--- config.mk ---
export PLATFORM = sky130hd
export DESIGN_NAME = brush_plotter
export DESIGN_NICKNAME = d
export VERILOG_FILES = /design/src/rtl/brush_plotter.sv
export SDC_FILE = /design/constraint.sdc
export NUM_CORES = 1
export LEC_CHECK = 0
export BUFFER_PORTS_ARGS = -buffer_cell sky130_fd_sc_hd__buf_4
export CORE_AREA = 2 2 99 101
export DETAILED_ROUTE_END_ITERATION = 12
export DIE_AREA = 0 0 101 103
export PLACE_DENSITY = 0.62
export SLEW_MARGIN = 15
export SYNTH_ARGS = -nofsm -noshare
export SYNTH_HDL_FRONTEND = slang
export SYNTH_SLANG_ARGS = --single-unit
--- constraint.sdc ---
create_clock -name clk -period 2.8 [get_ports clk]
set_input_delay 0.14 -clock clk [delete_from_list [all_inputs] [get_ports clk]]
set_output_delay 0.14 -clock clk [all_outputs]
set_load 0.005 [all_outputs]
--- src/rtl/brush_plotter.sv ---
// -----------------------------------------------------------------------------
// brush_plotter
//
// Purpose:
//   Sits between the cursor datapath and vga_adapter. It turns one cursor
//   position into a square brush "dab" of 1x1..4x4 pixels, or it fills the
//   whole screen with colour 3'b000 (a wipe). Each pixel write leaves as a
//   single registered x/y/colour/plot beat per clock cycle.
//
// Ports:
//   clk     in   1  system clock (CLOCK_50)
//   clear   in   1  synchronous active-high reset; aborts any operation
//   req     in   1  request a dab at (cx,cy); sampled only in IDLE
//   cx      in   8  dab top-left x
//   cy      in   7  dab top-left y
//   clr_in  in   3  dab colour (RGB)
//   size    in   2  brush edge minus 1 (0 -> 1x1 .. 3 -> 4x4)
//   wipe    in   1  full-screen fill request; beats req in IDLE, aborts a dab
//   busy    out  1  high while a dab or wipe is running
//   x       out  8  pixel x to vga_adapter
//   y       out  7  pixel y to vga_adapter
//   colour  out  3  pixel colour to vga_adapter
//   plot    out  1  pixel write strobe to vga_adapter
//   done    out  1  one-cycle pulse after the last beat of a dab or wipe
//
// Handshake: req/wipe are level inputs sampled on each posedge. A request
//   counts only when the FSM can take it (IDLE, or wipe during a dab). A
//   beat is valid exactly in the cycles where plot=1; the sink (vga_adapter)
//   always accepts, so there is no ready.
//
// Configuration macro: BRUSH_CLIP_EN
//   defined   -> origin used as given; off-screen beats keep their cycle but
//                drive plot=0.
//   undefined -> origin clamped at latch time so the whole brush is on-screen.
// -----------------------------------------------------------------------------
module brush_plotter #(
    parameter int unsigned X_MAX     = 160,
    parameter int unsigned Y_MAX     = 120,
    parameter int unsigned MAX_BRUSH = 4
) (
    input  logic       clk,
    input  logic       clear,
    input  logic       req,
    input  logic [7:0] cx,
    input  logic [6:0] cy,
    input  logic [2:0] clr_in,
    input  logic [1:0] size,
    input  logic       wipe,
    output logic       busy,
    output logic [7:0] x,
    output logic [6:0] y,
    output logic [2:0] colour,
    output logic       plot,
    output logic       done
);

    typedef enum logic [1:0] {
        S_IDLE = 2'd0,
        S_DAB  = 2'd1,
        S_WIPE = 2'd2
    } state_t;

    localparam logic [1:0] MAX_NM1 = 2'(MAX_BRUSH - 1);
    localparam logic [7:0] X_LAST  = 8'(X_MAX - 1);
    localparam logic [6:0] Y_LAST  = 7'(Y_MAX - 1);

    state_t     state_q, state_d;
    logic [7:0] ox_q, ox_d;
    logic [6:0] oy_q, oy_d;
    logic [2:0] col_q, col_d;
    logic [1:0] nm1_q, nm1_d;
    logic [1:0] dx_q, dx_d;
    logic [1:0] dy_q, dy_d;
    logic [7:0] wx_q, wx_d;
    logic [6:0] wy_q, wy_d;

    logic [7:0] x_q, x_d;
    logic [6:0] y_q, y_d;
    logic [2:0] colour_q, colour_d;
    logic       plot_q, plot_d;
    logic       busy_q, busy_d;
    logic       done_q, done_d;

    // Values latched when a dab is accepted.
    logic [1:0] nm1_in;
    logic [7:0] ox_in;
    logic [6:0] oy_in;
    logic       emit_dab;
    logic       emit_wipe;

`ifdef BRUSH_CLIP_EN
    logic [8:0] px;
    logic [7:0] py;
`else
    logic [8:0] x_lim;
    logic [7:0] y_lim;
`endif

    assign x      = x_q;
    assign y      = y_q;
    assign colour = colour_q;
    assign plot   = plot_q;
    assign busy   = busy_q;
    assign done   = done_q;

    always_comb begin
        // Brush edge never exceeds MAX_BRUSH, whatever arrives on size.
        nm1_in = (size > MAX_NM1) ? MAX_NM1 : size;
`ifdef BRUSH_CLIP_EN
        ox_in = cx;
        oy_in = cy;
`else
        // Largest origin that still keeps the full n x n brush on-screen.
        x_lim = 9'(X_MAX - 1) - {7'd0, nm1_in};
        y_lim = 8'(Y_MAX - 1) - {6'd0, nm1_in};
        ox_in = ({1'b0, cx} > x_lim) ? x_lim[7:0] : cx;
        oy_in = ({1'b0, cy} > y_lim) ? y_lim[6:0] : cy;
`endif
    end

    always_comb begin
        state_d   = state_q;
        ox_d      = ox_q;
        oy_d      = oy_q;
        col_d     = col_q;
        nm1_d     = nm1_q;
        dx_d      = dx_q;
        dy_d      = dy_q;
        wx_d      = wx_q;
        wy_d      = wy_q;
        x_d       = x_q;
        y_d       = y_q;
        colour_d  = colour_q;
        plot_d    = 1'b0;
        busy_d    = 1'b0;
        done_d    = 1'b0;
        emit_dab  = 1'b0;
        emit_wipe = 1'b0;

        case (state_q)
            S_IDLE: begin
                if (wipe) begin
                    state_d   = S_WIPE;
                    wx_d      = 8'd0;
                    wy_d      = 7'd0;
                    emit_wipe = 1'b1;
                end else if (req) begin
                    state_d  = S_DAB;
                    ox_d     = ox_in;
                    oy_d     = oy_in;
                    col_d    = clr_in;
                    nm1_d    = nm1_in;
                    dx_d     = 2'd0;
                    dy_d     = 2'd0;
                    emit_dab = 1'b1;
                end
            end
            S_DAB: begin
                // Counters hold the beat currently on the outputs.
                if (wipe) begin
                    state_d   = S_WIPE;
                    wx_d      = 8'd0;
                    wy_d      = 7'd0;
                    emit_wipe = 1'b1;
                end else if (dx_q == nm1_q && dy_q == nm1_q) begin
                    state_d = S_IDLE;
                    done_d  = 1'b1;
                end else if (dx_q == nm1_q) begin
                    dx_d     = 2'd0;
                    dy_d     = dy_q + 2'd1;
                    emit_dab = 1'b1;
                end else begin
                    dx_d     = dx_q + 2'd1;
                    emit_dab = 1'b1;
                end
            end
            S_WIPE: begin
                if (wx_q == X_LAST && wy_q == Y_LAST) begin
                    state_d = S_IDLE;
                    done_d  = 1'b1;
                end else if (wx_q == X_LAST) begin
                    wx_d      = 8'd0;
                    wy_d      = wy_q + 7'd1;
                    emit_wipe = 1'b1;
                end else begin
                    wx_d      = wx_q + 8'd1;
                    emit_wipe = 1'b1;
                end
            end
            default: begin
                state_d = S_IDLE;
            end
        endcase

`ifdef BRUSH_CLIP_EN
        // Full-width sums so an off-screen pixel is never wrapped back on.
        px = {1'b0, ox_d} + {7'd0, dx_d};
        py = {1'b0, oy_d} + {6'd0, dy_d};
`endif

        if (emit_dab) begin
            colour_d = col_d;
            busy_d   = 1'b1;
`ifdef BRUSH_CLIP_EN
            x_d    = px[7:0];
            y_d    = py[6:0];
            plot_d = (px < 9'(X_MAX)) && (py < 8'(Y_MAX));
`else
            x_d    = ox_d + {6'd0, dx_d};
            y_d    = oy_d + {5'd0, dy_d};
            plot_d = 1'b1;
`endif
        end else if (emit_wipe) begin
            x_d      = wx_d;
            y_d      = wy_d;
            colour_d = 3'b000;
            plot_d   = 1'b1;
            busy_d   = 1'b1;
        end
    end

    always_ff @(posedge clk) begin
        if (clear) begin
            state_q  <= S_IDLE;
            ox_q     <= 8'd0;
            oy_q     <= 7'd0;
            col_q    <= 3'd0;
            nm1_q    <= 2'd0;
            dx_q     <= 2'd0;
            dy_q     <= 2'd0;
            wx_q     <= 8'd0;
            wy_q     <= 7'd0;
            x_q      <= 8'd0;
            y_q      <= 7'd0;
            colour_q <= 3'd0;
            plot_q   <= 1'b0;
            busy_q   <= 1'b0;
            done_q   <= 1'b0;
        end else begin
            state_q  <= state_d;
            ox_q     <= ox_d;
            oy_q     <= oy_d;
            col_q    <= col_d;
            nm1_q    <= nm1_d;
            dx_q     <= dx_d;
            dy_q     <= dy_d;
            wx_q     <= wx_d;
            wy_q     <= wy_d;
            x_q      <= x_d;
            y_q      <= y_d;
            colour_q <= colour_d;
            plot_q   <= plot_d;
            busy_q   <= busy_d;
            done_q   <= done_d;
        end
    end

endmodule

# == Word-level counts from Yosys, hierarchy flattened ==
# Index checks and enable logic that the tools add are counted.
# op_classes
n_eq_ne,9
reduce_logical,7
magnitude_cmp,3
addsub,8
bitwise,1
mux,58
# op_table
cell,n
two-way mux 8 bit,9
two-way mux 7 bit,9
two-way mux 2 bit,16
one-hot mux 8 bit (2 select lines),1
two-way mux 3 bit,5
one-hot mux 7 bit (2 select lines),1
two-way mux 1 bit,11
> comparator 8 x 9 -> 1 bit,1
"subtractor 8 x 2 -> 9 bit, first input constant",1
"adder 8 x 1 -> 8 bit, second input constant",1
adder 8 x 2 -> 8 bit,1
"equality test 8 bit, second input constant",1
> comparator 7 x 8 -> 1 bit,1
one-hot mux 2 bit (2 select lines),2
"subtractor 7 x 2 -> 8 bit, first input constant",1
"adder 7 x 1 -> 7 bit, second input constant",1
adder 7 x 2 -> 7 bit,1
"equality test 7 bit, second input constant",1
"inequality test 3 bit, second input constant",2
one-hot mux 1 bit (2 select lines),3
one-hot mux 2 bit (3 select lines),1
AND reduction 3 bit,2
"adder 2 x 1 -> 2 bit, second input constant",2
equality test 2 bit,2
other kinds (9),10
# totals
ff_bits,61
output_inout_bits,21
input_bits,24

# == Longest topological paths before layout ==
# logic_depth
depth_word,10
depth_mapped,15
mapped_depth_nobuf,15

# == Worst setup path before layout ==
# No wires, ideal clock.
# synth_path
kind,reg2reg
from,register state_q[0]
to,"register y_q[4], in the netlist y[4]"
n_path_buf,2
path_stages_with_launch,16
path_slack_ps,-48
t_required_ps,2679
t_arrival_ps,2727
synth_period_minus_slack_ps,2848
path_cell_list,dfxtp_1 inv_1 ha_1 nand3b_1 buf_2 clkbuf_1 nand2_1 o21ai_0 ha_1 inv_1 fa_1 nor3b_1 xnor2_1 nor2_1 a21oi_1 o22ai_1
# synth_between
elab_cells_between_ends,13
# synth_rtl
element,line_no,text
"start, declared",67,"state_t state_q, state_d;"
"start signal, assigned",240,state_q <= state_d;
zero test 2 bit,140,case (state_q)
two-way mux 7 bit,140,
named net oy_d[0],69,"logic [6:0] oy_q, oy_d;"
adder 7 x 2 -> 7 bit,210,"y_d = oy_d + {5'd0, dy_d};"
two-way mux 7 bit,201,if (emit_dab) begin
"end signal, assigned",250,y_q <= y_d;
"end, declared",78,"logic [6:0] y_q, y_d;"
# The timed path passes the listed nets, and every way through them passes these cells. The select of a mux whose other input is x is not followed.
# A chain may end at the register's enable or synchronous reset.

# == Final worst setup path ==
# layout_path
from,register state_q[1]
to,"register x_q[4], in the netlist x[4]"
# layout_between
elab_cells_between_ends,13
# layout_rtl
element,line_no,text
equality test 2 x 1 -> 1 bit / zero test 2 bit (equally long branches),140,
one-hot mux 2 bit (2 select lines) *,140,
named net dx_d[0],72,"logic [1:0] dx_q, dx_d;"
adder 8 x 2 -> 8 bit *,209,"x_d = ox_d + {6'd0, dx_d};"
two-way mux 8 bit *,201,
"end signal, assigned",233,x_q <= 8'd0;
"end signal, assigned",249,x_q <= x_d;
"end, declared",77,"logic [7:0] x_q, x_d;"
# Mark *: on every way through the listed nets, which the timed path passes. The rest lies on a longest branch. The select of a mux whose other input is x is not followed.

==> impl_results.md <==
- Status: completed
- Worst-margin pin slew: 0.658 ns
- Worst-path maximum fanout: 4
- Number of cell rows: 36
- Final ANT Viol Nets: 0
- WL/cell: 16.6 um
- Synth Warn #: 0
- Slack of the critical path: 0.0786 ns
- Detailed router's first-iteration violation count: 115
- Non-filler cells, final: 619
- Routed vias/inst: 5.57
- Post-synth EDFFs: 0
- Worst path arrival time: 2.92 ns
- Switching power: 741 uW
- GR Util All Layers: 20.5%
- Synthesized area: 3570 um2
- Post-route DRC: 0
- Die Height: 103 um
- Synth Flop Type: dfxtp_1
- Crit end category: register
- Core Box Area: 9460 um2
- Final Max Tran Viols: 0
- Routed vias: 3447
- Pin count of the biggest net entering global routing: 49
- Drt total wl: 10300 um
- P&R area growth vs syn: 24.8%
- Share of cells above drive strength 1: 24.4%
- Post-Syn Instances: 439
- Die Area: 10400 um2
- Comb power frac: 23.6%
- DR pass1 iterations: 4
- Clk_lat worst skew: 0.35 ns
- # placed instances: 603
- Rel. slew slack: 55.0%
- Reg-to-reg endpoint: x[4]
- Fraction of registers with async set/reset: 0%
- Wire length of the first global-routing pass: 16400 um
- Clk buf depth: 2
- Initial Util: 37.7%
- Critical Path RT: 3.00 ns
- Root Buffer: clkbuf_8
- GP Congestion: 0.907
- Static Leak: 0.00182 uW
- Placed inst area: 4150 um2
- Min-Delay Path Class: primary input to register
- Worst Reg-to-Reg Cells: 13
- R2R Setup Slk: 0.08 ns
- #FFs+latches synth: 61
- Switch share: 30.7%
- Critical hold path startpoint: size[1]
- Max Cap Violations: 0
- Gr ovfl total: 0
- Ports: 45
- Antenna violations before repair: 1
- Cell area after layout: 4450 um2
- F_max: 0.367 GHz
- Sequential power share: 39.7%
- Worst Setup Path Type: register to register
- Tcrit/Tclk final: 97.2%
- CTS tree: built
- Post-synthesis cell type count: 65
- Setup Skew: 0.00963 ns
- VDD IR max: 0.274 mV
- Port bufs: 44
- Seq/Total Area, Yosys: 34.2%
- Hold depth: 3
- Post-Syn Nets: 479
- CTS sink cnt: 61
- # nets final: 540
- Setup violators final: 0
- Int Power: 1680 uW
- Inserted Diodes: 0
- Reg clk slew, reported paths: 0.07 ns
- Final Hold Vio Count: 0
- Crit start category: register
- Hold EP: nm1_q[1]
- CTS Buf Count: 9
- Power per cell area: 543 nW/um2
- H-tree lvl count: 3
- Final HPWL from detailed placement: 7740 um
- Mean post-synth cell area: 8.13 um2
- Vias in the first global route: 3273
- Reg2Reg Launch Point: state_q[1]
- Die extent in x: 101 um
- Post-Place Worst Slack: -0.0666 ns
- Post-layout min period: 2.72 ns
- Clock power share: 36.7%
critical path: stages (launching register included):
cell	delay, ns
dfxtp_2	0.35
inv_1	0.06
buf_4	0.13
ha_1	0.22
buf_4	0.17
nand2_1	0.09
a21oi_1	0.07
mux2_2	0.29
ha_2	0.21
fa_1	0.38
o21ai_0	0.12
nor3_1	0.10
xor2_1	0.27
a221oi_1	0.12
routing by layer:
layer | share of wire, % | GRT usage (%) | routed length, um | vias to the layer above
met1 | 45 | 26.0 | 4650 | 1635
li1 | - | - | - | 1713
met3 | 3.6 | 3.66 | 367 | 25
met2 | 47 | 33.1 | 4870 | 72
met4 | 3.8 | 11.1 | 386 | 2
met5 | 0.068 | 0 | 7 | -
cell usage in the layout, fill, tap and decap left out, types with 9 or more instances in the layout:
| cell | netlist | final |
|---|---|---|
| a21oi_1 | 42 | 40 |
| buf_4 | 1 | 72 |
| nor3_1 | 10 | 9 |
| inv_1 | 15 | 15 |
| nor2_1 | 47 | 46 |
| ha_1 | 14 | 12 |
| nand2_1 | 46 | 46 |
| o21ai_0 | 15 | 14 |
| clkbuf_8 | 0 | 9 |
| mux2i_1 | 9 | 9 |
| nand3_1 | 25 | 25 |
| dfxtp_1 | 61 | 55 |
worst max-delay path by stage:
stage,depth (start not counted),slack [ns],from,endpoint
floorplan,15,0.05,state_q[0],y[4]
global placement,16,0.03,size[0],y[6]
detailed placement,16,-0.07,size[0],y[6]
CTS,11,0.0002,nm1_q[1],x[5]
global route,14,-0.02,state_q[1],y[6]
finish,13,0.08,state_q[1],x[4]
power groups by stage:
stage	clock, uW	sequential [uW]	combinational, uW
after floorplan	0	969	329
after global placement	0	978	549
after detailed placement	0	978	556
after CTS	902	959	561
after global routing	942	964	632
final	886	959	571
what timing repair did:
| item | 4_1_cts | 5_1_grt |
|---|---|---|
| gates cloned | 0 | 0 |
| resized for setup | 4 | 19 |
| setup buffers | 0 | 0 |
| pin swaps | 0 | 3 |
| endpoints found under the setup margin | 2 | 8 |
| hold buffers | 0 | 0 |
| hold endpoints to repair | 0 | 0 |
cell type report:
class,instances,area (um2)
repair buffers,72,541
flip-flops and latches,61,1230
inverters,15,56.3
multi-input cells,341,2250
clock buffers,9,124
well taps,114,143
clock inverters,7,100
fillers,943,5010
sequential cells by signal (all words and copies together) (netlist names), 3 cells and up:
register  flops
wx_q          8
wy_q          7
ox_q          8
col_q         3
x             8
y             7
colour        3
oy_q          7
cell usage after synthesis, drive strengths merged, types with 4 or more instances:
master  count  area, um2
dfxtp      61       1220
nor2       48        188
nand2      46        173
a21oi      42        210
nand3      25        125
o21ai      17        108
inv        15       56.3
clkbuf     14       52.6
ha         14        175
nor3       10       50.1
mux2i       9       90.1
xor2        9       78.8
and2        8       50.1
and3        8       50.1
buf         8       48.8
o211ai      8       60.1
o22ai       8       50.1
xnor2       7       61.3
a211oi      5       37.5
nand4       5       31.3
nor2b       5       31.3
and4        4       41.3
or3         4       30.0
kinds of logic after synthesis:
logic type	after synthesis	share of synthesized area, %
and+or+nand+nor	181	26.0
DFF	61	34.2
adders and majority gates	16	6.03
muxes	12	3.47
AOI/OAI and AO/OA	116	21.9
xor gates and xnor gates	16	3.93
buffers and inverters	37	4.42
stage by stage:
stage / hold WS [ns] / util [%] / total power (uW) / TNS, ns
floorplan: 0.276 / - / 1300 / 0
global placement: 0.421 / 43.9 / 1530 / 0
detailed placement: 0.430 / 43.9 / 1530 / -0.123
CTS: 0.0513 / 46.4 / 2420 / 0
global route: 0.0604 / 47.1 / 2540 / -0.0275
finish: 0.0612 / 47.1 / 2420 / 0
(Power assumes the default switching activity.)
